### config.mk
export PLATFORM = sky130hd
export DESIGN_NAME = antirrebote_teclado_flat
export DESIGN_NICKNAME = d
export VERILOG_FILES = /design/src/rtl/antirrebote_teclado_pkg.sv /design/src/rtl/antirrebote_teclado_if.sv /design/src/rtl/antirrebote_boton.sv /design/src/rtl/antirrebote_teclado.sv /design/src/flat_wrapper.sv
export SDC_FILE = /design/constraint.sdc
export NUM_CORES = 1
export LEC_CHECK = 0
export CAP_MARGIN = 15
export CORE_AREA = 2 2 117 119
export CTS_BUF_LIST = sky130_fd_sc_hd__clkbuf_16
export CTS_CLUSTER_DIAMETER = 40
export DETAILED_ROUTE_END_ITERATION = 16
export DIE_AREA = 0 0 119 121
export RECOVER_POWER = 100
export SYNTH_ARGS = -nofsm -noshare
export SYNTH_HDL_FRONTEND = slang
export SYNTH_SLANG_ARGS = --single-unit
### constraint.sdc
create_clock -name clk -period 2.16 [get_ports clk]
set_clock_uncertainty 0.05 [all_clocks]
set_input_delay 0.432 -clock clk [delete_from_list [all_inputs] [get_ports clk]]
set_output_delay 0.432 -clock clk [all_outputs]
set_load 0.01 [all_outputs]
### src/rtl/antirrebote_teclado_pkg.sv
// Shared constants for the keyboard debouncer and its register stage:
// PicoBlaze port map, debounce defaults and the per-button FSM encoding.
package antirrebote_teclado_pkg;

  localparam int CNT_MAX_DEF = 500000;
  localparam int CNT_W_DEF   = 19;
  localparam int N_BOTONES   = 4;

  localparam logic [7:0] PORT_AUMENTA   = 8'h03;
  localparam logic [7:0] PORT_DISMINUYE = 8'h04;
  localparam logic [7:0] PORT_SIGUIENTE = 8'h05;
  localparam logic [7:0] PORT_ANTERIOR  = 8'h06;

  typedef enum logic [1:0] {
    REPOSO          = 2'd0,
    CONFIRMA_PULSO  = 2'd1,
    PULSADO         = 2'd2,
    CONFIRMA_SUELTA = 2'd3
  } estado_t;

  // Bit order matches the flag vector: {anterior, siguiente, disminuye, aumenta}.
  function automatic logic [3:0] decode_lectura(input logic [7:0] port_id,
                                                input logic       read_strobe);
    logic [3:0] limpia;
    limpia    = 4'b0000;
    limpia[0] = read_strobe && (port_id == PORT_AUMENTA);
    limpia[1] = read_strobe && (port_id == PORT_DISMINUYE);
    limpia[2] = read_strobe && (port_id == PORT_SIGUIENTE);
    limpia[3] = read_strobe && (port_id == PORT_ANTERIOR);
    return limpia;
  endfunction

endpackage

### src/rtl/antirrebote_teclado_if.sv
// PicoBlaze input-port view of the keyboard: address/strobe from the CPU,
// press-pending flags back to it.
interface antirrebote_teclado_if;

  logic [7:0] Port_ID;
  logic       Read_Strobe;
  logic       aumenta;
  logic       disminuye;
  logic       siguiente;
  logic       anterior;

  modport master (
    output Port_ID, Read_Strobe,
    input  aumenta, disminuye, siguiente, anterior
  );

  modport slave (
    input  Port_ID, Read_Strobe,
    output aumenta, disminuye, siguiente, anterior
  );

endinterface

### src/rtl/antirrebote_boton.sv
// One push-button: 2-flop synchronizer, press/release confirmation FSM and
// stable-cycle counter. Emits a single-cycle event per accepted press.
module antirrebote_boton
  import antirrebote_teclado_pkg::*;
#(
  parameter int CNT_MAX = CNT_MAX_DEF,
  parameter int CNT_W   = CNT_W_DEF
) (
  input  logic clk,
  input  logic reset,
  input  logic btn,
  output logic pulso
);

  localparam logic [CNT_W-1:0] CNT_TOP = CNT_W'(CNT_MAX - 1);

  logic [1:0]       sync;
  logic             entrada;
  estado_t          estado;
  logic [CNT_W-1:0] cnt;

  assign entrada = sync[1];

  always_ff @(posedge clk or negedge reset) begin
    if (!reset) sync <= 2'b00;
    else        sync <= {sync[0], btn};
  end

  always_ff @(posedge clk or negedge reset) begin
    if (!reset) begin
      estado <= REPOSO;
      cnt    <= '0;
    end else begin
      case (estado)
        REPOSO: begin
          if (entrada) begin
            estado <= CONFIRMA_PULSO;
            cnt    <= '0;
          end
        end
        CONFIRMA_PULSO: begin
          if (!entrada) begin
            estado <= REPOSO;
            cnt    <= '0;
          end else if (cnt == CNT_TOP) begin
            estado <= PULSADO;
            cnt    <= '0;
          end else begin
            cnt <= cnt + CNT_W'(1);
          end
        end
        PULSADO: begin
          if (!entrada) begin
            estado <= CONFIRMA_SUELTA;
            cnt    <= '0;
          end
        end
        CONFIRMA_SUELTA: begin
          if (entrada) begin
            estado <= PULSADO;
            cnt    <= '0;
          end else if (cnt == CNT_TOP) begin
            estado <= REPOSO;
            cnt    <= '0;
          end else begin
            cnt <= cnt + CNT_W'(1);
          end
        end
        default: begin
          estado <= REPOSO;
          cnt    <= '0;
        end
      endcase
    end
  end

  // Decoded from registers only; asserted in the cycle the FSM commits to
  // PULSADO so the flag stage sets on that same edge.
  assign pulso = (estado == CONFIRMA_PULSO) && entrada && (cnt == CNT_TOP);

endmodule

### src/rtl/antirrebote_teclado.sv
// Four debounced keys with press-pending flags, cleared by a PicoBlaze
// INPUT from the key's port; a new press always beats a same-cycle clear.
module antirrebote_teclado
  import antirrebote_teclado_pkg::*;
#(
  parameter int CNT_MAX = CNT_MAX_DEF,
  parameter int CNT_W   = CNT_W_DEF
) (
  input  logic                   clk,
  input  logic                   reset,
  input  logic                   btn_aumenta,
  input  logic                   btn_disminuye,
  input  logic                   btn_siguiente,
  input  logic                   btn_anterior,
  antirrebote_teclado_if.slave   bus
);

  logic [N_BOTONES-1:0] btn_vec;
  logic [N_BOTONES-1:0] pulso;
  logic [N_BOTONES-1:0] limpia;
  logic [N_BOTONES-1:0] flags;

  assign btn_vec = {btn_anterior, btn_siguiente, btn_disminuye, btn_aumenta};

  for (genvar i = 0; i < N_BOTONES; i++) begin : g_boton
    antirrebote_boton #(
      .CNT_MAX (CNT_MAX),
      .CNT_W   (CNT_W)
    ) u_boton (
      .clk   (clk),
      .reset (reset),
      .btn   (btn_vec[i]),
      .pulso (pulso[i])
    );
  end

  assign limpia = decode_lectura(bus.Port_ID, bus.Read_Strobe);

  always_ff @(posedge clk or negedge reset) begin
    if (!reset) flags <= '0;
    else        flags <= pulso | (flags & ~limpia);
  end

  assign bus.aumenta   = flags[0];
  assign bus.disminuye = flags[1];
  assign bus.siguiente = flags[2];
  assign bus.anterior  = flags[3];

endmodule

### src/flat_wrapper.sv
// flat-port wrapper written by rule: the top's interface ports become plain ports
module antirrebote_teclado_flat import antirrebote_teclado_pkg::*;
#(
  parameter int CNT_MAX = CNT_MAX_DEF,
  parameter int CNT_W   = CNT_W_DEF
)
  (clk, reset, btn_aumenta, btn_disminuye, btn_siguiente, btn_anterior, bus_Port_ID, bus_Read_Strobe, bus_aumenta, bus_disminuye, bus_siguiente, bus_anterior);
  antirrebote_teclado_if bus_i ();
  input  logic clk;
  input  logic reset;
  input  logic btn_aumenta;
  input  logic btn_disminuye;
  input  logic btn_siguiente;
  input  logic btn_anterior;
  input wire logic [$bits(bus_i.Port_ID)-1:0] bus_Port_ID;
  input wire logic [$bits(bus_i.Read_Strobe)-1:0] bus_Read_Strobe;
  output wire logic [$bits(bus_i.aumenta)-1:0] bus_aumenta;
  output wire logic [$bits(bus_i.disminuye)-1:0] bus_disminuye;
  output wire logic [$bits(bus_i.siguiente)-1:0] bus_siguiente;
  output wire logic [$bits(bus_i.anterior)-1:0] bus_anterior;
  assign bus_i.Port_ID = bus_Port_ID;
  assign bus_i.Read_Strobe = bus_Read_Strobe;
  assign bus_aumenta = bus_i.aumenta;
  assign bus_disminuye = bus_i.disminuye;
  assign bus_siguiente = bus_i.siguiente;
  assign bus_anterior = bus_i.anterior;
  antirrebote_teclado #(.CNT_MAX(CNT_MAX), .CNT_W(CNT_W)) u_core (.clk(clk), .reset(reset), .btn_aumenta(btn_aumenta), .btn_disminuye(btn_disminuye), .btn_siguiente(btn_siguiente), .btn_anterior(btn_anterior), .bus(bus_i));
endmodule
==> reports/qor.csv <==
stage,metric,value,unit
run_status,status,"finished, final reports clean",
synthesis,syn avg cell area,8.917,um^2
floorplanning,IO Pins,19,
clock_tree,"Clk pin slew, worst setup/hold paths",0.07,ns
synthesis,"area leader, netlist",dfrtp_1,
synthesis,Cells after Synth,577,
drt,routed len/inst,14.76,um
floorplanning,die width,119,um
setup_path,Worst setup SP type,input port,
drt,Pre-antenna DRT Iters,5,
finish,Layout Cells excl Fill,798,
clock_tree,CTS Sinks,96,
placement,dpl hpwl,8154,um
floorplanning,core area,13090,um^2
placement,post-placement cell count,782,
timing,max-slew violations,0,
grt,antenna violations before repair,0,
setup_path,CP max FO,2,
synthesis,Synth top area share,46.69,%
timing,Fmax,0.4811,GHz
grt,largest net degree at the start of global routing,46,
drt,drc violations,0,
drt,DRT iter0 DRCs,288,
synthesis,Synth warnings,0,
floorplanning,die height,121,um
setup_path,CP Launch Point,bus_Port_ID[7],
power_and_ir_drop,Worst VDD drop,403.4,uV
clock_tree,clk_lat worst skew,0.35,ns
finish,"commonest non-fill, non-tap cell in the layout",dfrtp_1,
setup_path,Setup Crit Path Kind,input port to register,
timing,final setup violating endpoints,0,
grt,first-pass GRT wire length,20110,um
timing,final worst setup slack,0.08146,ns
placement,GPL Wtd Cong,0.8174,
setup_path,reg-to-reg startpoint,u_core.g_boton[3].u_boton.cnt[10]$_DFFE_PN0P_,
synthesis,Post-Syn Area,5145,um^2
placement,pre-CTS setup slack,-0.3031,ns
timing,RSZ-0062 raised after global routing,false,
timing,Slew HR,36.66,%
synthesis,synth top area cells,"dfrtp_1 (47%), nand3_1 (5.2%), a21oi_1 (4.8%), nand2_1 (4.5%), o21ai_0 (4.3%)",
timing,Final Critical Period,2.079,ns
setup_path,CP Capture Type,register,
drt,drt total wl,11780,um
clock_tree,Max Root-Sink Buffers,2,
drt,vias per inst,5.551,
synthesis,asr flop ratio synth,100.0,%
synthesis,Syn Nets,596,
floorplanning,Initial Utilization,39.32,%
flow_run,Max Cap Viol,0,
timing,Fin. Hold Viols,0,
finish,P&R area growth vs syn,15.03,%
synthesis,Synth Flop Type,dfrtp_1,
setup_path,Critical Path AT,2.26,ns
grt,vias in the first global route,4236,
setup_path,Reg2Reg Depth,7,
synthesis,Post-synth EDFFs,0,
power_and_ir_drop,Static Leak,2.379,nW
finish,most frequent cells in the layout,"dfrtp_1 (96), nand2_1 (62), nand3_1 (53)",
clock_tree,CTS tree,done,
timing,setup TNS,0,ns
setup_path,worst reg2reg setup slack,0.11,ns
setup_path,CP required,2.34,ns
grt,GRT Total Usage,17.26,%
floorplanning,die footprint,14400,um^2
finish,share of layout cells above drive strength 1,9.164,%
clock_tree,root buffer cell,clkbuf_16,
finish,nets@finish,638,
power_and_ir_drop,Total Power,4.462,mW
synthesis,Cell variety after synth,53,
synthesis,number of synthesized register bits,96,
floorplanning,floorplan row count,42,
clock_tree,htree depth,3,
synthesis,post-synthesis sequential area ratio,46.69,%
clock_tree,CTS Buf Count,9,
drt,via count,4430,
drt,Post-DRT Antenna Nets,0,
placement,Port Buf Inserts,18,
hold_path,Hold Crit Class,input port to asynchronous set/reset pin,
power_and_ir_drop,power per cell area,753.9,nW/um^2
timing,fin crit share,96.23,%
setup_path,FF-to-FF End,u_core.g_boton[3].u_boton.cnt[16]$_DFFE_PN0P_,
grt,gr ovfl total,0,
timing,Worst Tran Pin Value,0.9501,ns
finish,number of antenna cells inserted,0,
## per-layer routing
layer | vias up | global-route usage [%] | wire (um)
met1 | 2150 | 21.80 | 5562
li1 | 2203 | - | -
met2 | 66 | 28.95 | 5684
met5 | - | 0 | 0
met3 | 11 | 4.323 | 374
met4 | 0 | 5.804 | 159
## cells by family after synthesis
logic type	Yosys count	synth area share (%)
AO/OA/AOI/OAI	143	16.34
XOR/XNOR	4	0.6809
adder cells (fa/ha/maj)	4	0.9728
buffers and inverters	52	4.791
flip-flops	96	46.69
multiplexers	16	3.186
AND/OR/NAND/NOR	262	27.33
## where the power goes
part	internal, mW	total (mW)	switching [mW]
logic	0.371	1.03	0.663
registers	1.90	1.99	0.0976
clock network	0.757	1.43	0.677
total	3.02	4.46	1.44
## synthesized netlist by cell type, types with 2 or more instances
master,count
dfrtp_1,96
nand2_1,62
nand3_1,53
a21oi_1,49
o21ai_0,44
nand4_1,28
inv_1,27
nor2_1,27
nor3_1,17
or3_1,16
clkbuf_1,15
mux2i_1,13
a21o_1,10
and2_1,9
and3_1,8
o31ai_1,8
a22o_1,7
or4_1,7
nand2b_1,6
o211ai_1,6
and4_1,5
a31oi_1,4
ha_1,4
nand3b_1,4
nor4b_1,4
o21ai_1,4
xor2_1,4
a211oi_1,3
buf_2,3
buf_6,3
mux2_2,3
nor4_1,3
clkbuf_8,2
o22ai_1,2
or2_2,2
or4b_1,2
## registers in the layout, summed over array words and instances (netlist names), named ones only
signal	count
u_core.g_boton.u_boton.cnt	76
u_core.g_boton.u_boton.estado	4
u_core.flags	4
u_core.g_boton.u_boton.sync	8
## through the flow
step	area [um^2]	hold slack, ns	util, %
floorplan	5145	0.08641	-
global placement	5680	0.2865	43.41
detailed placement	5680	0.2940	43.41
CTS	5941	0.01036	45.40
global route	5918	0.2396	45.23
finish	5918	0.1662	45.23
## cell type report
| cell class | instances | area [um^2] |
|---|---|---|
| fill | 1251 | 7167 |
| multi-input combinational | 430 | 2525 |
| sequential | 96 | 2402 |
| timing repair buffer | 55 | 416.7 |
| clock buffer | 9 | 225.2 |
| tap | 176 | 220.2 |
| inverter | 27 | 101.3 |
| clock inverter | 5 | 27.53 |
## worst max-delay path, cell delays in order
cell,delay [ns]
clkdlybuf4s50_1,0.47
or4b_2,0.65
nor3_1,0.26
nand3b_1,0.15
o21ai_0,0.18
o21ai_0,0.11
## worst max-delay path by stage
stage / end / cells after the start
after floorplan: u_core.g_boton[3].u_boton.cnt[9]$_DFFE_PN0P_ / 6
after global placement: u_core.flags[0]$_DFF_PN0_ / 6
after detailed placement: u_core.flags[0]$_DFF_PN0_ / 6
after CTS: u_core.g_boton[3].u_boton.cnt[12]$_DFFE_PN0P_ / 5
after global routing: u_core.g_boton[3].u_boton.cnt[18]$_DFFE_PN0P_ / 7
final: u_core.flags[2]$_DFF_PN0_ / 6
## what timing repair did
action                                  4_1_cts  5_1_grt
resized for setup                             1        3
pin swaps                                     0        2
endpoints found under the setup margin       18       18
hold buffers                                  0        0
hold endpoints to repair                      0        0
cloned                                        0        1
buffers inserted                              0        1
No activity file was read; power rests on OpenSTA's default activity.
